### src/rtl/adder_tree_accum_ctrl_if.sv
// rtl/adder_tree_accum_ctrl_if.sv - beat input and result output bundle for adder_tree_accum_ctrl
//
// Purpose: groups the configuration, input beat stream and result stream of
// the accumulation controller.
// Signals:
//   cfg_beats  beats in the next vector (sampled on the first beat only)
//   in_valid / in_ready / in_data / in_last   input beat stream, lane i at [i*W +: W]
//   out_valid / out_ready / out_sum / out_err result stream
// Modports: master = producer/consumer side, slave = controller side.

interface adder_tree_accum_ctrl_if #(
  parameter int N    = 8,
  parameter int W    = 8,
  parameter int MAXB = 16
);
  localparam int A  = ($clog2(N) > 0) ? $clog2(N) : 1;
  localparam int BW = ($clog2(MAXB) > 0) ? $clog2(MAXB) : 1;
  localparam int SW = W + A + BW;
  localparam int CW = $clog2(MAXB + 1);

  logic [CW-1:0]  cfg_beats;
  logic           in_valid;
  logic           in_ready;
  logic [N*W-1:0] in_data;
  logic           in_last;
  logic           out_valid;
  logic           out_ready;
  logic [SW-1:0]  out_sum;
  logic           out_err;

  modport master (
    output cfg_beats, in_valid, in_data, in_last, out_ready,
    input  in_ready, out_valid, out_sum, out_err
  );

  modport slave (
    input  cfg_beats, in_valid, in_data, in_last, out_ready,
    output in_ready, out_valid, out_sum, out_err
  );
endinterface

### src/rtl/adder_tree_accum_ctrl.sv
// rtl/adder_tree_accum_ctrl.sv - beat-serial vector reduction through one shared adder tree
//
// Purpose: sums each N-lane beat with a combinational adder tree and
// accumulates 1..MAXB beats per vector into a wide total, then presents the
// total on a valid/ready result port.
// Ports:
//   clk      rising-edge clock
//   reset_n  asynchronous active-low reset
//   bus      adder_tree_accum_ctrl_if.slave (cfg_beats, in_* beat stream, out_* result)
// Optional: define ADDER_TREE_ACCUM_PIPE_EN to register the tree output; a
// DRAIN state then folds the last registered partial before DONE.

module adder_tree #(
  parameter int N = 8,
  parameter int W = 8,
  parameter int A = 3
) (
  input  logic [N*W-1:0] data,
  output logic [W+A-1:0] sum
);
  always_comb begin
    sum = '0;
    for (int i = 0; i < N; i++) begin
      sum = sum + (W+A)'(data[i*W +: W]);
    end
  end
endmodule

module adder_tree_accum_ctrl #(
  parameter int N    = 8,
  parameter int W    = 8,
  parameter int MAXB = 16
) (
  input logic                   clk,
  input logic                   reset_n,
  adder_tree_accum_ctrl_if.slave bus
);
  localparam int A  = ($clog2(N) > 0) ? $clog2(N) : 1;
  localparam int BW = ($clog2(MAXB) > 0) ? $clog2(MAXB) : 1;
  localparam int SW = W + A + BW;
  localparam int CW = $clog2(MAXB + 1);

  typedef enum logic [1:0] {
    S_IDLE  = 2'd0,
    S_ACCUM = 2'd1,
    S_DRAIN = 2'd2,
    S_DONE  = 2'd3
  } state_t;

`ifdef ADDER_TREE_ACCUM_PIPE_EN
  localparam state_t S_LAST = S_DRAIN;
`else
  localparam state_t S_LAST = S_DONE;
`endif

  state_t         state_q, state_d;
  logic [CW-1:0]  beats_q, beats_d, cnt_q, cnt_d, eff_beats, cnt_inc;
  logic           err_q, err_d;
  logic [SW-1:0]  acc_q, acc_d, tree_ext, addend;
  logic [W+A-1:0] tree_sum;
  logic           rdy_c, vld_c, accept, final_beat, acc_clr;

  adder_tree #(.N(N), .W(W), .A(A)) u_tree (
    .data (bus.in_data),
    .sum  (tree_sum)
  );

  assign tree_ext = SW'(tree_sum);

  // Zero beats means one; anything past MAXB is clamped.
  always_comb begin
    eff_beats = bus.cfg_beats;
    if (bus.cfg_beats == '0) begin
      eff_beats = CW'(1);
    end else if (bus.cfg_beats > CW'(MAXB)) begin
      eff_beats = CW'(MAXB);
    end
  end

  assign cnt_inc    = cnt_q + CW'(1);
  assign final_beat = (cnt_inc == beats_q);
  assign accept     = bus.in_valid && rdy_c && reset_n;

  always_comb begin
    state_d = state_q;
    beats_d = beats_q;
    cnt_d   = cnt_q;
    err_d   = err_q;
    acc_clr = 1'b0;
    rdy_c   = 1'b0;
    vld_c   = 1'b0;
    case (state_q)
      S_IDLE: begin
        rdy_c = 1'b1;
        if (accept) begin
          beats_d = eff_beats;
          cnt_d   = CW'(1);
          err_d   = (bus.in_last != (eff_beats == CW'(1)));
          state_d = (bus.in_last || eff_beats == CW'(1)) ? S_LAST : S_ACCUM;
        end
      end
      S_ACCUM: begin
        rdy_c = 1'b1;
        if (accept) begin
          cnt_d = cnt_inc;
          if (bus.in_last != final_beat) begin
            err_d = 1'b1;
          end
          if (bus.in_last || final_beat) begin
            state_d = S_LAST;
          end
        end
      end
      S_DRAIN: begin
        state_d = S_DONE;
      end
      S_DONE: begin
        vld_c = 1'b1;
        if (bus.out_ready) begin
          state_d = S_IDLE;
          cnt_d   = '0;
          err_d   = 1'b0;
          acc_clr = 1'b1;
        end
      end
      default: state_d = S_IDLE;
    endcase
  end

`ifdef ADDER_TREE_ACCUM_PIPE_EN
  logic [SW-1:0] pipe_q;
  logic          pipe_v;

  // Partial is folded into the accumulator the cycle after its beat lands.
  always_ff @(posedge clk or negedge reset_n) begin
    if (!reset_n) begin
      pipe_q <= '0;
      pipe_v <= 1'b0;
    end else begin
      pipe_v <= accept;
      if (accept) begin
        pipe_q <= tree_ext;
      end
    end
  end

  assign addend = pipe_v ? pipe_q : '0;
`else
  assign addend = accept ? tree_ext : '0;
`endif

  // IDLE starts a fresh total; acc is already zero there, so this only
  // guards against stale state.
  always_comb begin
    acc_d = (state_q == S_IDLE) ? addend : acc_q + addend;
    if (acc_clr) begin
      acc_d = '0;
    end
  end

  always_ff @(posedge clk or negedge reset_n) begin
    if (!reset_n) begin
      state_q <= S_IDLE;
      acc_q   <= '0;
      cnt_q   <= '0;
      beats_q <= '0;
      err_q   <= 1'b0;
    end else begin
      state_q <= state_d;
      acc_q   <= acc_d;
      cnt_q   <= cnt_d;
      beats_q <= beats_d;
      err_q   <= err_d;
    end
  end

  assign bus.in_ready  = rdy_c && reset_n;
  assign bus.out_valid = vld_c;
  assign bus.out_sum   = vld_c ? acc_q : '0;
  assign bus.out_err   = vld_c && err_q;
endmodule
### src/flat_wrapper.sv
// flat-port wrapper written by rule: the top's interface ports become plain ports
module adder_tree_accum_ctrl_flat 
#(
  parameter int N    = 8,
  parameter int W    = 8,
  parameter int MAXB = 16
)
  (clk, reset_n, bus_cfg_beats, bus_in_valid, bus_in_data, bus_in_last, bus_out_ready, bus_in_ready, bus_out_valid, bus_out_sum, bus_out_err);
  adder_tree_accum_ctrl_if #(.N(N), .W(W), .MAXB(MAXB)) bus_i ();
  input logic clk;
  input logic reset_n;
  input wire logic [$bits(bus_i.cfg_beats)-1:0] bus_cfg_beats;
  input wire logic [$bits(bus_i.in_valid)-1:0] bus_in_valid;
  input wire logic [$bits(bus_i.in_data)-1:0] bus_in_data;
  input wire logic [$bits(bus_i.in_last)-1:0] bus_in_last;
  input wire logic [$bits(bus_i.out_ready)-1:0] bus_out_ready;
  output wire logic [$bits(bus_i.in_ready)-1:0] bus_in_ready;
  output wire logic [$bits(bus_i.out_valid)-1:0] bus_out_valid;
  output wire logic [$bits(bus_i.out_sum)-1:0] bus_out_sum;
  output wire logic [$bits(bus_i.out_err)-1:0] bus_out_err;
  assign bus_i.cfg_beats = bus_cfg_beats;
  assign bus_i.in_valid = bus_in_valid;
  assign bus_i.in_data = bus_in_data;
  assign bus_i.in_last = bus_in_last;
  assign bus_i.out_ready = bus_out_ready;
  assign bus_in_ready = bus_i.in_ready;
  assign bus_out_valid = bus_i.out_valid;
  assign bus_out_sum = bus_i.out_sum;
  assign bus_out_err = bus_i.out_err;
  adder_tree_accum_ctrl #(.N(N), .W(W), .MAXB(MAXB)) u_core (.clk(clk), .reset_n(reset_n), .bus(bus_i));
endmodule
### config.mk
export PLATFORM = sky130hd
export DESIGN_NAME = adder_tree_accum_ctrl_flat
export DESIGN_NICKNAME = d
export VERILOG_FILES = /design/src/rtl/adder_tree_accum_ctrl_if.sv /design/src/rtl/adder_tree_accum_ctrl.sv /design/src/flat_wrapper.sv
export SDC_FILE = /design/constraint.sdc
export NUM_CORES = 1
export LEC_CHECK = 0
export BUFFER_PORTS_ARGS = -buffer_cell sky130_fd_sc_hd__buf_4
export CAP_MARGIN = 40
export CORE_MARGIN = 1.5
export CORE_UTILIZATION = 40
export DETAILED_ROUTE_END_ITERATION = 6
export HOLD_SLACK_MARGIN = 0.06
export RECOVER_POWER = 25
export SLEW_MARGIN = 5
export SYNTH_ARGS = -nofsm -noshare
export SYNTH_HDL_FRONTEND = slang
export SYNTH_SLANG_ARGS = --single-unit
export TNS_END_PERCENT = 10
### constraint.sdc
create_clock -name clk -period 4 [get_ports clk]
set_input_delay 0.6 -clock clk [delete_from_list [all_inputs] [get_ports clk]]
set_output_delay 0.6 -clock clk [all_outputs]
set_load 0.02 [all_outputs]
[Word-level counts from Yosys, hierarchy flattened]
Index checks and enable logic that the tools add are counted.
Word-level totals
  register bits: 28
  logic and storage cells: 66
Cells by class
  add/sub/neg operators: 9
  order comparisons: 1
  equal/unequal tests: 12
  multiplexer cells: 25
  reductions and logical operators: 14
Operator list (number)
  $mux 15: 3
  $add 11x8->11: 4
  $mux 5: 5
  $add 15x15->15: 1
  $pmux 5 s3: 1
  $add 10x8->11: 1
  $mux 11: 1
  $add 9x8->10: 1
  $mux 2: 5
  $add 8x8->9: 1
  $mux 1: 8
  $ne 2x1->1 const B: 4
  $pmux 2 s4: 1
  $reduce_and 4->1: 2
  $add 5x1->5 const B: 1
  $eq 5x1->1 const B: 1
  $eq 5x5->1: 1
  $gt 5x5->1 const B: 1
  $logic_not 5->1: 1
  $reduce_and 5->1: 1
  $eq 2x2->1 const B: 2
  $logic_and 1x1->1: 4
  $pmux 1 s3: 1
  $reduce_bool 3->1: 1
  other kinds (7): 9

[Depth between registers and ports, before layout]
Gate-level depths: netlist of run 1.
  depth after elaboration: 11
  depth in mapped cells: 22
  gate-level depth less buffers: 22

[Hierarchy]
Synthesis of run 1 repeated with hierarchy kept, for this count alone.
Unflattened totals
  cell total of the unflattened synthesis: 530
  area, all modules: 4304.1 um2
Modules (own cells, without submodules)
  adder_tree_accum_ctrl: times used 1, cells each 337, area an instance 2647.5 um2, seq. area each 700.7 um2
  adder_tree: times used 1, cells each 193, area an instance 1656.6 um2, seq. area each 0.0 um2

[Worst setup path before layout of run 1]
No wires, ideal clock.
  path kind: input to register
  start point: in bus_in_data[2]
  end point: reg u_core.acc_q[14]
  library setup time: 0.128 ns
  data arrival time: 5.481 ns
  required time: 3.872 ns
  setup slack: -1.609 ns
  stages on the path: 19
  buffers on the path: 0
  path through: inv_1 > fa_1 > inv_1 > fa_1 > fa_1 > fa_1 > ha_1 > inv_1 > fa_1 > nor2b_1 > o21ai_0 > a211oi_1 > ha_1 > o21ai_0 > a21oi_1 > or2_2 > maj3_2 > o31ai_2 > mux2_1
On the way
  cells in the longest elaborated chain, start to end: 11
Ends and longest elaborated chain
  start: declaration: RTL line flat_wrapper.sv:14  | input wire logic [$bits(bus_i.in_data)-1:0] bus_in_data;
  $add 8x8->9: RTL line adder_tree_accum_ctrl.sv:24  | sum = sum + (W+A)'(data[i*W +: W]);
  $add 9x8->10: RTL line adder_tree_accum_ctrl.sv:24
  $add 10x8->11: RTL line adder_tree_accum_ctrl.sv:24
  $add 11x8->11 (4 in series): RTL line adder_tree_accum_ctrl.sv:24
  $mux 11: RTL line adder_tree_accum_ctrl.sv:149  | assign addend = accept ? tree_ext : '0;
  $add 15x15->15: RTL line adder_tree_accum_ctrl.sv:155  | acc_d = (state_q == S_IDLE) ? addend : acc_q + addend;
  $mux 15: RTL line adder_tree_accum_ctrl.sv:155
  $mux 15: RTL line adder_tree_accum_ctrl.sv:156  | if (acc_clr) begin
  via u_core.acc_d[14]: RTL line adder_tree_accum_ctrl.sv:59  | logic [SW-1:0] acc_q, acc_d, tree_ext, addend;
  end signal: assignment: RTL line adder_tree_accum_ctrl.sv:164  | acc_q <= '0;
  end signal: assignment: RTL line adder_tree_accum_ctrl.sv:170  | acc_q <= acc_d;
  end: declaration: RTL line adder_tree_accum_ctrl.sv:59
The timed path passes the listed nets, and every way through them passes these cells.
A chain may end at the register's enable or synchronous reset.

[Worst setup path in the final report of run 1]
  start point: in bus_in_data[26]
  end point: reg u_core.acc_q[14]
On the way
  cells in the longest elaborated chain, start to end: 9
Ends and longest elaborated chain (RTL line)
  $add 10x8->11: adder_tree_accum_ctrl.sv:24
  $add 11x8->11 (4 in series): adder_tree_accum_ctrl.sv:24
  $mux 11: adder_tree_accum_ctrl.sv:149
  $add 15x15->15: adder_tree_accum_ctrl.sv:155
  $mux 15: adder_tree_accum_ctrl.sv:155
  $mux 15: adder_tree_accum_ctrl.sv:156
  via u_core.acc_d[14]: adder_tree_accum_ctrl.sv:59
The timed path passes the listed nets, and every way through them passes these cells.

==> results.cfg, run 1 <==
[worst_setup_path]
startpoint_type = primary input
worstPathRequired_ps = 4180
cp.arrival_ps = 5430
crit_slowest_cell = fa_1
crit_chain = buf_4 > inv_2 > fa_1 > inv_2 > fa_1 > fa_1 > fa_1 > ha_2 > inv_2 > fa_2 > nor2_1 > ha_1 > o31ai_2 > a21oi_2 > or2_4 > maj3_2 > o31ai_4 > mux2_4
regToRegSetupSlack_ps = 300
timing.critical_path.to_type = flip-flop
path_max_fanout = 3
cpMostUsedCell = fa_1
crit_type = primary input to flip-flop
critPathMaxStageDelay_ps = 550

[die]
die_x_um = 103
die_h_um = 103
start_util = 0.410
rows = 36
die-area_um2 = 10600
core-area_um2 = 9730
ios = 92

[final_layout]
post-route-util = 0.552
area_delta_synth_final_pct = 34.8
regArea_um2 = 701
mostFrequentLayoutCells = 136 x buf_4, 110 x inv_1, 47 x fa_1, 35 x nor2_1, 28 x dfrtp_1
multi_input_area_um2 = 2960
layout_commonest_cell = buf_4
fin_nets = 755
fill_cells = 945
antenna_cells = 0
drive_above_1_share = 0.299
final_cells = 736

[global_routing]
grt_max_degree = 28
grt_pass1_wl_um = 15400
antenna_found_initial = 0
grt-ovfl-total = 0
grt_pass1_vias = 3688
grt_usage = 0.178

[min_path]
hold_class = primary input to async pin

[timing]
rsz0062_at_grt = yes
worst_clock_skew_ps = 1.30
layout_setup_ws_ps = -1260
max_slew.worst_pin.slew_ps = 1530
tns_ps = -11010
fin_crit_ps = 5260
final_max_slew_viol_count = 28
maxSlewHeadroom = -0.0184
clock.fmax_ghz = 0.190
fin_crit_sh = 1.31
hold_slack_ps = 98.1
setup_viol = 12
hold_viol = 0

[synthesis]
synth_edf_count = 0
synth_ff_type = dfrtp_1
ys_types = 55
ys.warnings.count = 0
syn_area_per_cell_um2 = 8.47
async_flop_share = 1.00
ys_ff_latch = 28
syn_inst = 471
syn_area_um2 = 3990
seq_area_frac_synth = 0.176
syn_nets = 622

[placed_design]
dp_slack_ps = -1670
hpwl_um = 7220
dp.cells = 730
gp_congestion = 0.874
io_buffers = 91

[clocking]
cts.sinks = 28
h-tree-depth = 1
cts_root_buf = clkbuf_8
clockBufferDepth = 2
cts_buffers = 3
cts.clk_slew.worst_paths_ps = 100
cts_tree = built
clock_latency_ps = 280

[power]
ir_drop_v = 0.000418
p_leak_nw = 2.85
p_per_area_nw_per_um2 = 666

[detailed_routing]
drc = 0
final_antenna_net_count = 0
via_count = 3540
totalWireLength_um = 8540
drtIter0Drc = 79
drtPass1Iterations = 4
viasPerCell = 4.81
wl_per_cell_um = 11.6

[flow_run]
drv_cap = 1

[run_status]
violations = capacitance limit, slew limit, setup timing
outcome = finished with violations
## Yosys cell counts (all sizes together) (4+ instances only)
cell type	number	area share
inv	114	0.11
fa	48	0.24
nor2	35	0.033
ha	29	0.091
dfrtp	28	0.18
nand2	26	0.024
a21oi	18	0.023
and2	18	0.029
o21ai	18	0.023
nor3	14	0.018
nand3	11	0.014
o21a	8	0.015
clkbuf	7	0.0066
mux2i	7	0.018
nor2b	7	0.011
nor3b	7	0.013
xnor2	7	0.015
a211oi	6	0.013
a21o	6	0.011
nand2b	6	0.0094
mux2	5	0.015
xor2	5	0.011
buf	4	0.0047
o31ai	4	0.010
## sequential cells by signal, summed over array words and instances, names as in the netlist
signal / count
u_core.cnt_q: 5
u_core.acc_q: 15
u_core.state_q: 2
u_core.beats_q: 5
u_core.err_q: 1
## per-stage QoR
stage	total power, mW	cell area (um^2)
after floorplan	2.21	4020
after global placement	3.06	5170
after detailed placement	3.12	5170
after CTS	3.47	5300
after global routing	4.02	5380
final	3.58	5380
## critical path, delay by kind of cell
kind / cells / cell delay [ps]
adder cells (fa/ha/maj): 8 / 3310
AO/OA/AOI/OAI: 3 / 710
buffers and inverters: 4 / 190
multiplexers: 1 / 310
AND/OR/NAND/NOR: 2 / 300
## where the power goes
part | switching [mW] | internal [mW] | total [mW]
registers | 0.0883 | 0.372 | 0.460
logic | 1.44 | 1.44 | 2.89
clock network | 0.0951 | 0.134 | 0.229
## cells by family (layout without fill, tap and decap cells)
kind of cell / after synthesis / after routing / share of synthesized area
flip-flops: 28 / 28 / 0.176
AND/OR/NAND/NOR: 135 / 135 / 0.172
AO/OA/AOI/OAI: 80 / 80 / 0.138
XOR/XNOR: 12 / 12 / 0.0263
buffers and inverters: 125 / 257 / 0.119
multiplexers: 12 / 12 / 0.0326
adder cells (fa/ha/maj): 79 / 79 / 0.337
## repair_timing
action / 4_1_cts / 5_1_grt
resized for setup: 12 / 17
buffers inserted: 1 / 1
endpoints found under the setup margin: 12 / 13
hold endpoints to repair: 0 / 0
hold buffers: 0 / 0
gates cloned: 0 / 0
pin swaps: 14 / 13
## area by class of cell
class,instances,area share
Clock buffer,3,0.00768
Clock inverter,1,0.00559
Inverter,114,0.0796
Multi-Input combinational cell,318,0.551
Sequential cell,28,0.130
Tap cell,133,0.0310
Timing Repair Buffer,139,0.195
## layer usage
layer  global-route usage  up-vias  share of wire
met2                0.337       77           0.53
li1                     -     1758              -
met1                0.226     1703           0.43
met3               0.0237        2          0.041
met4               0.0114        0         0.0012
met5                    0        -              0
## worst paths after layout
path / depth (start not counted) / from / end
min in group clk: 2 / u_core.beats_q[1] / u_core.beats_q[1]
setup reg to reg: 13 / u_core.state_q[0] / u_core.acc_q[14]
setup / recovery: 18 / bus_in_data[26] / u_core.acc_q[14]
hold reg to reg: 2 / u_core.beats_q[1] / u_core.beats_q[1]
max in group asynchronous: 2 / reset_n / u_core.cnt_q[2]
hold / removal: 1 / reset_n / u_core.acc_q[4]
Note: power is estimated with default switching activity, not from simulation.
==> inputs of run 2 (changes only) <==
ABC_AREA = 1   (was not set)
CAP_MARGIN = 20   (was 40)
CTS_CLUSTER_SIZE = 24   (was not set)
==> results.cfg, run 2 <==
[final_layout]
fill_cells = 925
regMostFlops = u_core.acc_q
mostFrequentLayoutCells = 162 x inv_1, 149 x buf_4, 89 x nand2_1, 46 x fa_1, 28 x dfrtp_1
reg_top3 = u_core.acc_q (15), u_core.beats_q (5), u_core.cnt_q (5)
drive_above_1_share = 0.358
postLayoutCellArea_um2 = 5630
largest_reg_flops = 15
fin_nets = 834
antenna_cells = 0
layout_commonest_cell = inv_1
area_delta_synth_final_pct = 42.0

[synthesis]
synth-compound-area-share = 0.0972
ys_types = 43
yosys.area.top_type = fa_1
synth_top_area_share = 0.242
syn_area_um2 = 3970
synthSimpleGateAreaFrac = 0.209
synth_ff_type = dfrtp_1
synthXorXnorAreaFrac = 0.0110
seq_area_frac_synth = 0.177
synth_most_common_cell = inv_1
async_flop_share = 1.00
synth_fa_ha_area_frac = 0.334
synth_edf_count = 0
synthMuxAreaShare = 0.00252
synth_top_family_by_area = adder cells
ys.warnings.count = 0
syn_area_per_cell_um2 = 7.48
synth.area.top_cells = fa_1 24%, dfrtp_1 18%, inv_1 16%, nand2_1 9.6%, ha_1 9.1%
synth_common_cells = 170 x inv_1, 101 x nand2_1, 48 x fa_1, 33 x nor2_1, 29 x ha_1
syn_inst = 530
syn_nets = 681
ys_ff_latch = 28

[clocking]
cts.sinks = 28
h-tree-depth = 1
cts_buffers = 3
clockBufferDepth = 2
cts.clk_slew.worst_paths_ps = 110
cts_root_buf = clkbuf_8
cts_tree = built
clock_latency_ps = 280

[detailed_routing]
wl_per_cell_um = 11.0
drc = 0
viasPerCell = 4.54
totalWireLength_um = 8980
drtIter0Drc = 89
via_count = 3698
drtPass1Iterations = 4
final_antenna_net_count = 0

[timing]
fin_crit_ps = 4930
fin_crit_sh = 1.23
setup_viol = 12
maxSlewHeadroom = -0.0635
worst_clock_skew_ps = 8.71
max_slew.worst_pin.slew_ps = 1600
hold_viol = 0
final_max_slew_viol_count = 29
rsz0062_at_grt = yes
hold_slack_ps = 498
layout_setup_ws_ps = -925
clock.fmax_ghz = 0.203

[global_routing]
grt_max_degree = 29
grt_pass1_wl_um = 15200
antenna_found_initial = 0
grt_usage = 0.179
grt-ovfl-total = 0
grt_pass1_vias = 3642

[power]
ir_drop_v = 0.000431
p_sw_mw = 2.01
p_int_mw = 2.12
seq_power_share = 0.114
p_leak_nw = 3.27
p_per_area_nw_per_um2 = 733
p_comb_frac = 0.841
p_sw_frac = 0.488
p_clk_frac = 0.045

[worst_setup_path]
worstPathRequired_ps = 4230
crit_type = primary input to flip-flop
path_max_fanout = 4
startpoint_type = primary input
timing.critical_path.to_type = flip-flop
cp.arrival_ps = 5150

[placed_design]
place_area_um2 = 5180
gp_congestion = 0.866
io_buffers = 91
hpwl_um = 7370

[die]
die_h_um = 103
die_x_um = 103
ios = 92
die-area_um2 = 10500
rows = 36
start_util = 0.410
core-area_um2 = 9680

[run_status]
violations = capacitance limit, slew limit, setup timing
outcome = finished with violations

[min_path]
hold_class = flip-flop to flip-flop

[flow_run]
drv_cap = 1
==> run 2: cell count changes after synthesis, sizes merged, moves of 8 or more <==
cell	before	now
and2	18	0
o21ai	18	26
o21a	8	0
nor3	14	1
inv	114	173
nand2	26	108
nand4	0	9
==> run 2: through the flow <==
| stage | util | worst slack (ps) | setup TNS, ps | std cells | power [mW] |
|---|---|---|---|---|---|
| final | 0.581 | -925 | -8760 | 815 | 4.13 |
| after global routing | 0.581 | -1100 | -10950 | 815 | 4.55 |
| after CTS | 0.556 | -901 | -8470 | 807 | 3.72 |
| after detailed placement | 0.535 | -1310 | -13270 | 791 | 3.36 |
| after global placement | 0.535 | -1300 | -12810 | 791 | 3.30 |
| after floorplan | - | -896 | -8170 | 530 | 2.37 |
==> run 2: final timing paths <==
| path | start | to | slack, ps | cells past startpoint |
|---|---|---|---|---|
| min in group asynchronous | reset_n | u_core.acc_q[1] | 950 | 2 |
| max in group asynchronous | reset_n | u_core.cnt_q[3] | 2130 | 2 |
| hold / removal | u_core.err_q | u_core.err_q | 500 | 2 |
| setup / recovery | bus_in_data[42] | u_core.acc_q[13] | -930 | 25 |
| setup reg to reg | u_core.state_q[0] | u_core.acc_q[13] | 830 | 20 |
| hold reg to reg | u_core.err_q | u_core.err_q | 500 | 2 |
==> run 2: final cells by class <==
type / count / area (um^2) / share of cell area
Tap cell: 133 / 166 / 0.0296
Inverter: 173 / 652 / 0.116
Multi-Input combinational cell: 325 / 2920 / 0.518
Sequential cell: 28 / 701 / 0.124
Clock buffer: 4 / 55.1 / 0.00978
Timing Repair Buffer: 152 / 1140 / 0.202
==> run 2: power by group through the flow <==
stage	registers [mW]	clock network (mW)	logic [mW]
floorplan	0.439	0	1.93
global placement	0.464	0	2.84
detailed placement	0.466	0	2.90
CTS	0.462	0.186	3.07
global route	0.485	0.201	3.86
finish	0.472	0.185	3.47
==> run 2: critical path: stages <==
cell and delay, ps:
buf_4 80, inv_1 40, fa_1 540, inv_2 40, fa_1 540, fa_1 430, fa_1 500, ha_2 190
inv_2 50, fa_2 350, inv_4 100, o21ai_0 110, a21oi_2 250, ha_4 260, a21oi_1 190, nor2_1 80
nor2_2 150, o31ai_4 90, nand2_2 100, nand2_2 50, nand3b_1 100, nand2_2 80, nand3_2 60, nand2_1 50
nor2_1 110
==> run 2: logic make-up after synthesis <==
group	after synthesis
simple gates	178
buf+inv	177
fa+ha+maj	77
compound gates	64
flops	28
xor+xnor	5
mux	1
==> run 2: what timing repair did <==
item,in CTS,in global routing
pin swaps,15,42
setup buffers,12,8
gates resized for setup,15,46
cloned,0,0
hold buffers,0,0
setup endpoints to repair,12,12
==> run 2: routing by layer <==
layer / share of wire / routed length [um] / GRT usage
met1: 0.45 / 4020 / 0.226
met3: 0.036 / 319 / 0.0190
met4: 0.011 / 99 / 0.0169
met2: 0.51 / 4540 / 0.340
met5: 0 / 0 / 0
